## src/rtl/mc_ctrl_pkg.sv

```systemverilog
// Shared encodings for the multi-cycle MIPS controller: ALU codes, opcodes, select values, states.
// The ILLEGAL state exists only when MC_CTRL_ILLEGAL_EN is defined.
package mc_ctrl_pkg;

    localparam logic [3:0] ALU_NOP  = 4'd0;
    localparam logic [3:0] ALU_ADD  = 4'd1;
    localparam logic [3:0] ALU_SUB  = 4'd2;
    localparam logic [3:0] ALU_AND  = 4'd3;
    localparam logic [3:0] ALU_OR   = 4'd4;
    localparam logic [3:0] ALU_XOR  = 4'd5;
    localparam logic [3:0] ALU_NOR  = 4'd6;
    localparam logic [3:0] ALU_SLT  = 4'd7;
    localparam logic [3:0] ALU_SLTU = 4'd8;
    localparam logic [3:0] ALU_SLL  = 4'd9;
    localparam logic [3:0] ALU_SRL  = 4'd10;
    localparam logic [3:0] ALU_SRA  = 4'd11;
    localparam logic [3:0] ALU_LUI  = 4'd12;

    localparam logic [5:0] OP_RTYPE = 6'h00;
    localparam logic [5:0] OP_J     = 6'h02;
    localparam logic [5:0] OP_JAL   = 6'h03;
    localparam logic [5:0] OP_BEQ   = 6'h04;
    localparam logic [5:0] OP_BNE   = 6'h05;
    localparam logic [5:0] OP_ADDI  = 6'h08;
    localparam logic [5:0] OP_SLTI  = 6'h0a;
    localparam logic [5:0] OP_ANDI  = 6'h0c;
    localparam logic [5:0] OP_ORI   = 6'h0d;
    localparam logic [5:0] OP_XORI  = 6'h0e;
    localparam logic [5:0] OP_LUI   = 6'h0f;
    localparam logic [5:0] OP_LW    = 6'h23;
    localparam logic [5:0] OP_SW    = 6'h2b;

    localparam logic [5:0] FUNCT_SLL  = 6'h00;
    localparam logic [5:0] FUNCT_SRL  = 6'h02;
    localparam logic [5:0] FUNCT_SRA  = 6'h03;
    localparam logic [5:0] FUNCT_SLLV = 6'h04;
    localparam logic [5:0] FUNCT_SRLV = 6'h06;
    localparam logic [5:0] FUNCT_SRAV = 6'h07;
    localparam logic [5:0] FUNCT_JR   = 6'h08;
    localparam logic [5:0] FUNCT_ADD  = 6'h20;
    localparam logic [5:0] FUNCT_SUB  = 6'h22;
    localparam logic [5:0] FUNCT_AND  = 6'h24;
    localparam logic [5:0] FUNCT_OR   = 6'h25;
    localparam logic [5:0] FUNCT_XOR  = 6'h26;
    localparam logic [5:0] FUNCT_NOR  = 6'h27;
    localparam logic [5:0] FUNCT_SLT  = 6'h2a;
    localparam logic [5:0] FUNCT_SLTU = 6'h2b;

    localparam logic [1:0] REGDST_RT = 2'b00;
    localparam logic [1:0] REGDST_RD = 2'b01;
    localparam logic [1:0] REGDST_RA = 2'b10;

    localparam logic [1:0] WDSEL_ALU = 2'b00;
    localparam logic [1:0] WDSEL_MDR = 2'b01;
    localparam logic [1:0] WDSEL_PC  = 2'b10;

    localparam logic [1:0] SRCA_PC    = 2'b00;
    localparam logic [1:0] SRCA_RS    = 2'b01;
    localparam logic [1:0] SRCA_SHAMT = 2'b10;

    localparam logic [1:0] SRCB_RT      = 2'b00;
    localparam logic [1:0] SRCB_FOUR    = 2'b01;
    localparam logic [1:0] SRCB_IMM     = 2'b10;
    localparam logic [1:0] SRCB_IMM_SL2 = 2'b11;

    localparam logic [1:0] PCSRC_ALU    = 2'b00;
    localparam logic [1:0] PCSRC_ALUOUT = 2'b01;
    localparam logic [1:0] PCSRC_JUMP   = 2'b10;
    localparam logic [1:0] PCSRC_RS     = 2'b11;

`ifdef MC_CTRL_ILLEGAL_EN
    typedef enum logic [3:0] {
        S_FETCH, S_DECODE, S_EXE, S_MEMADR, S_MEMRD, S_MEMWB, S_MEMWR,
        S_RWB, S_BRANCH, S_JUMP, S_JR, S_ILLEGAL
    } state_e;
`else
    typedef enum logic [3:0] {
        S_FETCH, S_DECODE, S_EXE, S_MEMADR, S_MEMRD, S_MEMWB, S_MEMWR,
        S_RWB, S_BRANCH, S_JUMP, S_JR
    } state_e;
`endif

    function automatic logic is_mem_op(input logic [5:0] op);
        return (op == OP_LW) || (op == OP_SW);
    endfunction

endpackage

```

## src/rtl/mc_ctrl_if.sv

```systemverilog
// Controller <-> datapath bundle: IR fields and Zero in, enables/selects/ALUOp out.
// IllegalInstr is present only when MC_CTRL_ILLEGAL_EN is defined.
interface mc_ctrl_if;
    logic [5:0] Op;
    logic [5:0] Funct;
    logic       Zero;
    logic       PCWrite;
    logic       IRWrite;
    logic       IorD;
    logic       MemWrite;
    logic       RegWrite;
    logic [1:0] RegDst;
    logic [1:0] WDSel;
    logic [1:0] ALUSrcA;
    logic [1:0] ALUSrcB;
    logic       EXTOp;
    logic [1:0] PCSource;
    logic [3:0] ALUOp;
`ifdef MC_CTRL_ILLEGAL_EN
    logic       IllegalInstr;

    modport master (
        input  Op, Funct, Zero,
        output PCWrite, IRWrite, IorD, MemWrite, RegWrite, RegDst, WDSel,
               ALUSrcA, ALUSrcB, EXTOp, PCSource, ALUOp, IllegalInstr
    );
    modport slave (
        output Op, Funct, Zero,
        input  PCWrite, IRWrite, IorD, MemWrite, RegWrite, RegDst, WDSel,
               ALUSrcA, ALUSrcB, EXTOp, PCSource, ALUOp, IllegalInstr
    );
`else
    modport master (
        input  Op, Funct, Zero,
        output PCWrite, IRWrite, IorD, MemWrite, RegWrite, RegDst, WDSel,
               ALUSrcA, ALUSrcB, EXTOp, PCSource, ALUOp
    );
    modport slave (
        output Op, Funct, Zero,
        input  PCWrite, IRWrite, IorD, MemWrite, RegWrite, RegDst, WDSel,
               ALUSrcA, ALUSrcB, EXTOp, PCSource, ALUOp
    );
`endif
endinterface

```

## src/rtl/mc_ctrl_alu_dec.sv

```systemverilog
// State-independent instruction decoder: Op/Funct -> ALU operation, extension mode,
// shift-by-shamt flag and a legality flag for unsupported encodings.
module mc_ctrl_alu_dec
    import mc_ctrl_pkg::*;
(
    input  logic [5:0] op,
    input  logic [5:0] funct,
    output logic [3:0] alu_op,
    output logic       ext_op,
    output logic       is_shamt,
    output logic       legal
);

    always_comb begin
        alu_op   = ALU_NOP;
        ext_op   = 1'b1;
        is_shamt = 1'b0;
        legal    = 1'b1;
        case (op)
            OP_RTYPE: begin
                case (funct)
                    FUNCT_ADD:  alu_op = ALU_ADD;
                    FUNCT_SUB:  alu_op = ALU_SUB;
                    FUNCT_AND:  alu_op = ALU_AND;
                    FUNCT_OR:   alu_op = ALU_OR;
                    FUNCT_XOR:  alu_op = ALU_XOR;
                    FUNCT_NOR:  alu_op = ALU_NOR;
                    FUNCT_SLT:  alu_op = ALU_SLT;
                    FUNCT_SLTU: alu_op = ALU_SLTU;
                    FUNCT_SLL:  begin alu_op = ALU_SLL; is_shamt = 1'b1; end
                    FUNCT_SRL:  begin alu_op = ALU_SRL; is_shamt = 1'b1; end
                    FUNCT_SRA:  begin alu_op = ALU_SRA; is_shamt = 1'b1; end
                    FUNCT_SLLV: alu_op = ALU_SLL;
                    FUNCT_SRLV: alu_op = ALU_SRL;
                    FUNCT_SRAV: alu_op = ALU_SRA;
                    FUNCT_JR:   alu_op = ALU_NOP;
                    default:    legal  = 1'b0;
                endcase
            end
            OP_ADDI:       alu_op = ALU_ADD;
            OP_SLTI:       alu_op = ALU_SLT;
            OP_ANDI:       begin alu_op = ALU_AND; ext_op = 1'b0; end
            OP_ORI:        begin alu_op = ALU_OR;  ext_op = 1'b0; end
            OP_XORI:       begin alu_op = ALU_XOR; ext_op = 1'b0; end
            OP_LUI:        begin alu_op = ALU_LUI; ext_op = 1'b0; end
            OP_LW, OP_SW:  alu_op = ALU_ADD;
            OP_BEQ, OP_BNE: alu_op = ALU_SUB;
            OP_J, OP_JAL:  alu_op = ALU_NOP;
            default:       legal  = 1'b0;
        endcase
    end

endmodule

```

## src/rtl/mc_ctrl.sv

```systemverilog
// Multi-cycle MIPS main controller FSM (FETCH/DECODE/EXE/MEM/WB sequencing).
// Define MC_CTRL_ILLEGAL_EN to trap unknown encodings in a sticky ILLEGAL state.
module mc_ctrl
    import mc_ctrl_pkg::*;
(
    input  logic         clk,
    input  logic         rstn,
    mc_ctrl_if.master    bus
);

    state_e     state, state_next;
    logic [3:0] dec_alu_op;
    logic       dec_ext_op;
    logic       dec_is_shamt;
    logic       dec_legal;
    logic       is_rtype;
    logic       branch_taken;

    logic       pc_write, ir_write, iord, mem_write, reg_write, ext_op, illegal;
    logic [1:0] reg_dst, wd_sel, src_a, src_b, pc_src;
    logic [3:0] alu_op;

    mc_ctrl_alu_dec u_alu_dec (
        .op       (bus.Op),
        .funct    (bus.Funct),
        .alu_op   (dec_alu_op),
        .ext_op   (dec_ext_op),
        .is_shamt (dec_is_shamt),
        .legal    (dec_legal)
    );

    assign is_rtype     = (bus.Op == OP_RTYPE);
    assign branch_taken = (bus.Op == OP_BNE) ? ~bus.Zero : bus.Zero;

    always_comb begin
        state_next = S_FETCH;
        case (state)
            S_FETCH: state_next = S_DECODE;
            S_DECODE: begin
                if (!dec_legal) begin
`ifdef MC_CTRL_ILLEGAL_EN
                    state_next = S_ILLEGAL;
`else
                    state_next = S_FETCH;
`endif
                end else if (is_mem_op(bus.Op)) begin
                    state_next = S_MEMADR;
                end else if (bus.Op == OP_BEQ || bus.Op == OP_BNE) begin
                    state_next = S_BRANCH;
                end else if (bus.Op == OP_J || bus.Op == OP_JAL) begin
                    state_next = S_JUMP;
                end else if (is_rtype && bus.Funct == FUNCT_JR) begin
                    state_next = S_JR;
                end else begin
                    state_next = S_EXE;
                end
            end
            S_EXE:    state_next = S_RWB;
            S_MEMADR: state_next = (bus.Op == OP_LW) ? S_MEMRD : S_MEMWR;
            S_MEMRD:  state_next = S_MEMWB;
`ifdef MC_CTRL_ILLEGAL_EN
            S_ILLEGAL: state_next = S_ILLEGAL;
`endif
            default:  state_next = S_FETCH;
        endcase
    end

    always_ff @(posedge clk or negedge rstn) begin
        if (!rstn) begin
            state <= S_FETCH;
        end else begin
            state <= state_next;
        end
    end

    // Outputs decode the current state; rstn gates them so an aborted instruction
    // cannot complete a register-file or memory write while reset is held.
    always_comb begin
        pc_write  = 1'b0;
        ir_write  = 1'b0;
        iord      = 1'b0;
        mem_write = 1'b0;
        reg_write = 1'b0;
        reg_dst   = REGDST_RT;
        wd_sel    = WDSEL_ALU;
        src_a     = SRCA_PC;
        src_b     = SRCB_RT;
        ext_op    = 1'b0;
        pc_src    = PCSRC_ALU;
        alu_op    = ALU_NOP;
        illegal   = 1'b0;
        case (state)
            S_FETCH: begin
                ir_write = 1'b1;
                src_b    = SRCB_FOUR;
                alu_op   = ALU_ADD;
                pc_write = 1'b1;
            end
            S_DECODE: begin
                src_b  = SRCB_IMM_SL2;
                ext_op = 1'b1;
                alu_op = ALU_ADD;
            end
            S_EXE: begin
                alu_op = dec_alu_op;
                if (is_rtype) begin
                    src_a = dec_is_shamt ? SRCA_SHAMT : SRCA_RS;
                    src_b = SRCB_RT;
                end else begin
                    src_a  = SRCA_RS;
                    src_b  = SRCB_IMM;
                    ext_op = dec_ext_op;
                end
            end
            S_RWB: begin
                reg_write = 1'b1;
                wd_sel    = WDSEL_ALU;
                reg_dst   = is_rtype ? REGDST_RD : REGDST_RT;
            end
            S_MEMADR: begin
                src_a  = SRCA_RS;
                src_b  = SRCB_IMM;
                ext_op = 1'b1;
                alu_op = ALU_ADD;
            end
            S_MEMRD: iord = 1'b1;
            S_MEMWB: begin
                reg_write = 1'b1;
                wd_sel    = WDSEL_MDR;
                reg_dst   = REGDST_RT;
            end
            S_MEMWR: begin
                iord      = 1'b1;
                mem_write = 1'b1;
            end
            S_BRANCH: begin
                src_a    = SRCA_RS;
                src_b    = SRCB_RT;
                alu_op   = ALU_SUB;
                pc_src   = PCSRC_ALUOUT;
                pc_write = branch_taken;
            end
            S_JUMP: begin
                pc_src   = PCSRC_JUMP;
                pc_write = 1'b1;
                if (bus.Op == OP_JAL) begin
                    reg_write = 1'b1;
                    reg_dst   = REGDST_RA;
                    wd_sel    = WDSEL_PC;
                end
            end
            S_JR: begin
                pc_src   = PCSRC_RS;
                pc_write = 1'b1;
            end
`ifdef MC_CTRL_ILLEGAL_EN
            S_ILLEGAL: illegal = 1'b1;
`endif
            default: ;
        endcase
        if (!rstn) begin
            pc_write  = 1'b0;
            ir_write  = 1'b0;
            iord      = 1'b0;
            mem_write = 1'b0;
            reg_write = 1'b0;
            reg_dst   = REGDST_RT;
            wd_sel    = WDSEL_ALU;
            src_a     = SRCA_PC;
            src_b     = SRCB_RT;
            ext_op    = 1'b0;
            pc_src    = PCSRC_ALU;
            alu_op    = ALU_NOP;
            illegal   = 1'b0;
        end
    end

    assign bus.PCWrite  = pc_write;
    assign bus.IRWrite  = ir_write;
    assign bus.IorD     = iord;
    assign bus.MemWrite = mem_write;
    assign bus.RegWrite = reg_write;
    assign bus.RegDst   = reg_dst;
    assign bus.WDSel    = wd_sel;
    assign bus.ALUSrcA  = src_a;
    assign bus.ALUSrcB  = src_b;
    assign bus.EXTOp    = ext_op;
    assign bus.PCSource = pc_src;
    assign bus.ALUOp    = alu_op;
`ifdef MC_CTRL_ILLEGAL_EN
    assign bus.IllegalInstr = illegal;
`else
    logic unused_illegal;
    assign unused_illegal = illegal;
`endif

endmodule

```

## src/flat_wrapper.sv

```systemverilog
// flat-port wrapper written by rule: the top's interface ports become plain ports
module mc_ctrl_flat import mc_ctrl_pkg::*;
  (clk, rstn, bus_Op, bus_Funct, bus_Zero, bus_PCWrite, bus_IRWrite, bus_IorD, bus_MemWrite, bus_RegWrite, bus_RegDst, bus_WDSel, bus_ALUSrcA, bus_ALUSrcB, bus_EXTOp, bus_PCSource, bus_ALUOp);
  mc_ctrl_if bus_i ();
  input  logic clk;
  input  logic rstn;
  input wire logic [$bits(bus_i.Op)-1:0] bus_Op;
  input wire logic [$bits(bus_i.Funct)-1:0] bus_Funct;
  input wire logic [$bits(bus_i.Zero)-1:0] bus_Zero;
  output wire logic [$bits(bus_i.PCWrite)-1:0] bus_PCWrite;
  output wire logic [$bits(bus_i.IRWrite)-1:0] bus_IRWrite;
  output wire logic [$bits(bus_i.IorD)-1:0] bus_IorD;
  output wire logic [$bits(bus_i.MemWrite)-1:0] bus_MemWrite;
  output wire logic [$bits(bus_i.RegWrite)-1:0] bus_RegWrite;
  output wire logic [$bits(bus_i.RegDst)-1:0] bus_RegDst;
  output wire logic [$bits(bus_i.WDSel)-1:0] bus_WDSel;
  output wire logic [$bits(bus_i.ALUSrcA)-1:0] bus_ALUSrcA;
  output wire logic [$bits(bus_i.ALUSrcB)-1:0] bus_ALUSrcB;
  output wire logic [$bits(bus_i.EXTOp)-1:0] bus_EXTOp;
  output wire logic [$bits(bus_i.PCSource)-1:0] bus_PCSource;
  output wire logic [$bits(bus_i.ALUOp)-1:0] bus_ALUOp;
  assign bus_i.Op = bus_Op;
  assign bus_i.Funct = bus_Funct;
  assign bus_i.Zero = bus_Zero;
  assign bus_PCWrite = bus_i.PCWrite;
  assign bus_IRWrite = bus_i.IRWrite;
  assign bus_IorD = bus_i.IorD;
  assign bus_MemWrite = bus_i.MemWrite;
  assign bus_RegWrite = bus_i.RegWrite;
  assign bus_RegDst = bus_i.RegDst;
  assign bus_WDSel = bus_i.WDSel;
  assign bus_ALUSrcA = bus_i.ALUSrcA;
  assign bus_ALUSrcB = bus_i.ALUSrcB;
  assign bus_EXTOp = bus_i.EXTOp;
  assign bus_PCSource = bus_i.PCSource;
  assign bus_ALUOp = bus_i.ALUOp;
  mc_ctrl u_core (.clk(clk), .rstn(rstn), .bus(bus_i));
endmodule
```

## config.mk

```make
export PLATFORM = sky130hd
export DESIGN_NAME = mc_ctrl_flat
export DESIGN_NICKNAME = d
export VERILOG_FILES = /design/src/rtl/mc_ctrl_pkg.sv /design/src/rtl/mc_ctrl_if.sv /design/src/rtl/mc_ctrl_alu_dec.sv /design/src/rtl/mc_ctrl.sv /design/src/flat_wrapper.sv
export SDC_FILE = /design/constraint.sdc
export NUM_CORES = 1
export LEC_CHECK = 0
export CELL_PAD_IN_SITES_DETAIL_PLACEMENT = 1
export CELL_PAD_IN_SITES_GLOBAL_PLACEMENT = 2
export CORE_AREA = 2 2 66 68
export DETAILED_ROUTE_END_ITERATION = 6
export DIE_AREA = 0 0 68 70
export PLACE_DENSITY = 0.83
export SYNTH_ARGS = -nofsm -noshare
export SYNTH_HDL_FRONTEND = slang
export SYNTH_HIERARCHICAL = 1
export SYNTH_SLANG_ARGS = --single-unit
```

## constraint.sdc

```tcl
create_clock -name clk -period 4.41 [get_ports clk]
set_input_delay 0.882 -clock clk [delete_from_list [all_inputs] [get_ports clk]]
set_output_delay 0.882 -clock clk [all_outputs]
set_load 0.02 [all_outputs]
```

[Word-level counts from Yosys, hierarchy flattened]
Cells that the tools add are included.
Operators by class
  muxes and demuxes: 46
  reductions and logical operators: 22
  bitwise operators: 1
  equality and inequality tests: 36
Operator list (number)
  == test 6 bit, second input constant: 10
  case mux 4 bit (11 select lines): 1
  == test 6 x 4 -> 1 bit, second input constant: 7
  case mux 4 bit (8 select lines): 1
  == test 6 x 3 -> 1 bit, second input constant: 5
  == test 6 x 2 -> 1 bit, second input constant: 4
  2-to-1 mux 4 bit: 6
  2-to-1 mux 2 bit: 10
  case mux 4 bit (5 select lines): 1
  2-to-1 mux 1 bit: 17
  == test 4 x 3 -> 1 bit, second input constant: 4
  OR reduction 2 bit: 8
  OR reduction 15 bit: 1
  == test 4 bit, second input constant: 3
  zero test 6 bit: 2
  case mux 2 bit (2 select lines): 3
  case mux 4 bit (3 select lines): 1
  OR reduction 12 bit: 1
  OR reduction 3 bit: 4
  == test 4 x 2 -> 1 bit, second input constant: 2
  case mux 1 bit (2 select lines): 4
  case mux 2 bit (4 select lines): 1
  case mux 2 bit (3 select lines): 1
  == test 4 x 1 -> 1 bit, second input constant: 1
  other kinds (5): 7
Storage, ports and cells
  flip-flop bits (word level): 4
  logic and storage cells: 106
  input bits: 15
  output and inout port bits: 20

[Logic depth before layout (Yosys ltp)]
  depth after elaboration: 8
  gate-level depth with buffers: 7

[Modules after synthesis]
The synthesis kept the hierarchy.
By module, submodules not included
  mc_ctrl: area each 611.8 um^2, times used 1, cells an instance 82, seq. area each 100.1 um^2
  mc_ctrl_alu_dec: area each 351.6 um^2, times used 1, cells an instance 52, seq. area each 0.0 um^2

[Worst setup path before layout]
No wires, ideal clock.
  path type: in2out
  from: in bus_Op[3]
  to: out bus_RegDst[0]
  path slack: 1.496 ns
  buffers on the path: 0
  stages: 3
  arrival time: 2.032 ns
  cell sequence: nor4_4 -> nand2_1 -> nor4_1
Between the ends
  cells in the longest elaborated chain, start to end: 4
Ends and longest elaborated chain
  from (decl): RTL line flat_wrapper.sv:7  | input wire logic [$bits(bus_i.Op)-1:0] bus_Op;
  zero test 6 bit: RTL line mc_ctrl.sv:32  | assign is_rtype = (bus.Op == OP_RTYPE);
  2-to-1 mux 1 bit: RTL line mc_ctrl.sv:118  | reg_dst = is_rtype ? REGDST_RD : REGDST_RT;
  case mux 2 bit (2 select lines): RTL line mc_ctrl.sv:92  | case (state)
  2-to-1 mux 2 bit: RTL line mc_ctrl.sv:161  | if (!rstn) begin
  to (decl): RTL line flat_wrapper.sv:15  | output wire logic [$bits(bus_i.RegDst)-1:0] bus_RegDst;
Every way passes these cells.

[Final worst setup path]
  from: in bus_Op[4]
  to: out bus_ALUSrcA[1]
Between the ends
  cells in the longest elaborated chain, start to end: 6
Ends and longest elaborated chain
  zero test 6 bit: RTL line mc_ctrl_alu_dec.sv:19  | case (op)
  2-to-1 mux 1 bit: RTL line mc_ctrl_alu_dec.sv:19
  net u_core.dec_is_shamt: RTL line mc_ctrl.sv:14  | logic dec_is_shamt;
  2-to-1 mux 2 bit: RTL line mc_ctrl.sv:107  | src_a = dec_is_shamt ? SRCA_SHAMT : SRCA_RS;
  2-to-1 mux 2 bit: RTL line mc_ctrl.sv:106  | if (is_rtype) begin
  case mux 2 bit (2 select lines): RTL line mc_ctrl.sv:92
  2-to-1 mux 2 bit: RTL line mc_ctrl.sv:161
  to (decl): RTL line flat_wrapper.sv:17  | output wire logic [$bits(bus_i.ALUSrcA)-1:0] bus_ALUSrcA;
The timed path passes the listed nets, and every way through them passes these cells.

==> qor.csv <==
stage,metric,value,unit
critical_path,Crit Path Max Fanout,5,
critical_path,CP arrival,3.14,ns
yosys,Yosys reg bits,4,
yosys,Post-Synthesis Cells,134,
grt,first-pass GRT wire length,5820,um
clocking,root buffer cell,clkbuf_8,
yosys,"area leader, netlist",dfrtp_1,
worst_hold_path,Hold Startpoint,u_core/state[3],
cells_and_area,area occupied by multi-input gates,806,sq um
placement,Detail Placement HPWL,2850,um
cells_and_area,Top Registers,u_core/state: 4 flops,
worst_hold_path,Worst Hold Class,reg -> reg,
yosys,sequential fraction of the synthesis area,10.4,%
floorplanning,# IOs,35,
clocking,clock buffer depth,2,
cells_and_area,"most common cell after layout, fill and taps aside",clkdlybuf4s50_1,
floorplanning,Die Ht,70,um
yosys,post-synth top area share,10.4,%
yosys,Synth Flop Type,dfrtp_1,
yosys,Post-Synth Adder-Cell Area,0,%
floorplanning,# rows,24,
yosys,number of enable flip-flop cells after synthesis,0,
power,maximum vdd drop,181,uV
worst_hold_path,Hold Path Stages,1,
cells_and_area,sequential cell area,100,sq um
power,Pleak,0.000509,uW
outcome,status,completed,
clocking,H-tree depth,1,
yosys,largest family of logic cells by synthesized area,simple AND/OR/NAND/NOR gates,
clocking,post_cts resized,0,
grt,antenna violations before repair,0,
clocking,post-CTS setup buffer count,0,
floorplanning,Core ar.,0.00414,sq mm
critical_path,CP Class,in -> out,
clocking,CTS Sinks,4,
yosys,compound-cell area share of the yosys netlist,26.4,%
yosys,post-synthesis mux area share,3.12,%
cells_and_area,largest register by flop count,u_core/state,
clocking,clk_lat worst skew,0.22,ns
timing,"Slew Viols, Final",0,
cells_and_area,"commonest non-fill, non-tap cells in the layout","34 x clkdlybuf4s50_1, 19 x nor2_1, 12 x nand2_1",
critical_path,Critical Path RT,3.53,ns
clocking,CTS tree,yes,
cells_and_area,Layout Utilization,34.4,%
cells_and_area,fin nets,189,
timing,Setup Skew,0.00124,ns
timing,worst setup margin,0.384,ns
worst_hold_path,hold endpoint,u_core/state[0],
yosys,Synth async-reset ratio,100,%
routing,First-pass DRT Iterations,4,
timing,"Hold Vio Cnt, Final",0,
grt,GRT Residual Overflow,0,
routing,routed length per placed instance,15.8,um
timing,min Tclk post-route,4.03,ns
timing,RSZ-0062 raised after global routing,no,
timing,fin crit share,91.3,%
critical_path,reg2reg setup slack,2.83,ns
critical_path,R2R cell count,3,
power,pwr/cell area,285,mW/mm^2
cells_and_area,max reg flops,4,
cells_and_area,area grow syn2layout,47.8,%
critical_path,RR Endpoint,u_core/state[3],
clocking,Hold Buf Count CTS,0,
timing,slew margin rel.,72.2,%
floorplanning,die width,68,um
critical_path,R2R Path Start,u_core/state[1],
yosys,cell area after synthesis,963,sq um
grt,total routing usage reported by global routing,15.7,%
critical_path,Worst setup EP type,output port,
cells_and_area,share of cells above drive strength 1,13.4,%
grt,largest net degree at the start of global routing,14,
clocking,clk slew on worst S/H paths,0.03,ns
routing,Antenna Nets Post-Route,0,
cells_and_area,diode count,0,
floorplanning,Initial Utilization,23.2,%
yosys,Mapped Nets,149,
yosys,Simple-Gate Fraction of Synth Area,52.3,%
yosys,"top cells by area, synth","dfrtp_1 10%, nor2_1 7.4%, nand2b_1 5.2%",
clocking,Num CTS Buffers,3,
timing,FMAX,0.248,GHz
placement,GP Congestion,0.762,
routing,WL final,3530,um
routing,DRT iter0 DRCs,32,
yosys,synth unique cells,51,
run,Max Cap Viol,0,
placement,Place WS,0.373,ns
routing,vias,1177,
yosys,Post-Synth XOR/XNOR Area,1.82,%
critical_path,crit path launch type,input pin,
grt,vias in the first global route,1226,
timing,Worst-Margin Slew,0.415,ns
floorplanning,die area,0.00476,sq mm
yosys,Post-Syn Area per Cell,7.19,sq um
timing,TNS Setup,0,ns
routing,DRC Markers,0,
yosys,Synth Warn #,6,
placement,# port buffers,34,
timing,Final Setup Violations,0,
cells_and_area,Fill cells,521,
routing,Vias/cell,5.25,
==> power breakdown <==
part | switching, uW | total (uW) | internal [uW]
registers | 35.2 | 82.9 | 47.7
logic | 132 | 244 | 112
clock network | 20.3 | 78.6 | 58.3
==> critical path, cell delays in order <==
cell and delay (ns):
clkdlybuf4s50_1 0.43, nor2_1 0.27, and3_4 0.28, o21ai_2 0.08
nor4_2 0.21, nor3b_1 0.22, and3_1 0.17, clkdlybuf4s50_1 0.60
==> cell families after synthesis <==
logic type	count (synthesis)
compound gates	36
mux	3
flops	4
xor+xnor	2
simple gates	78
buf+inv	11
==> synthesized netlist by cell type, types with 2 or more instances <==
master	n
o21ai_0	3
nor3b_1	2
a21oi_1	9
o21ai_1	3
nor4_4	2
o21a_1	3
or2b_1	2
nor2b_1	2
a31oi_1	2
inv_1	5
o2111ai_1	2
nor3_1	2
nand4_1	2
and3_1	2
xor2_1	2
nand2b_1	8
nand3b_1	3
nor4_1	3
a211oi_1	3
buf_2	4
nor4b_1	2
dfrtp_1	4
mux2i_1	3
and2_1	3
nor2_1	19
nand2_1	12
nand4b_1	2
nand3_1	2
==> final cells by class <==
| cell class | instances | area share, % |
|---|---|---|
| multi-input combinational | 119 | 56.6 |
| timing repair buffer | 41 | 27.6 |
| sequential | 4 | 7.03 |
| tap | 52 | 4.57 |
| clock buffer | 3 | 2.90 |
| inverter | 5 | 1.32 |
==> worst max path at each step <==
stage / start / to / slack [ns] / cells after the start
2_1_floorplan: bus_Op[3] / bus_RegDst[0] / 1.50 / 3
3_3_place_gp: bus_Op[4] / bus_ALUSrcA[1] / 0.43 / 8
3_5_place_dp: bus_Op[4] / bus_ALUSrcA[1] / 0.37 / 8
4_1_cts: bus_Op[4] / bus_ALUSrcA[1] / 0.36 / 8
5_1_grt: bus_Op[4] / bus_ALUSrcA[1] / 0.18 / 8
6_report: bus_Op[4] / bus_ALUSrcA[1] / 0.38 / 8
==> layer usage <==
| metal | vias up | share of wire [%] | global-route usage (%) |
|---|---|---|---|
| li1 | 578 | - | - |
| met5 | - | 0 | 0 |
| met2 | 19 | 51 | 27.5 |
| met4 | 0 | 0.71 | 2.67 |
| met1 | 578 | 46 | 20.8 |
| met3 | 2 | 2.4 | 0.966 |
==> through the flow <==
stage / total power, uW / cells / hold slack [ns] / area (sq um)
finish: 406 / 224 / 0.670 / 1420
detailed placement: 328 / 221 / 0.648 / 1380
global route: 431 / 224 / 0.718 / 1420
floorplan: 224 / 134 / 0.567 / 963
global placement: 321 / 221 / 0.622 / 1380
CTS: 409 / 224 / 0.655 / 1420
Note: power is estimated with default switching activity, not from simulation.
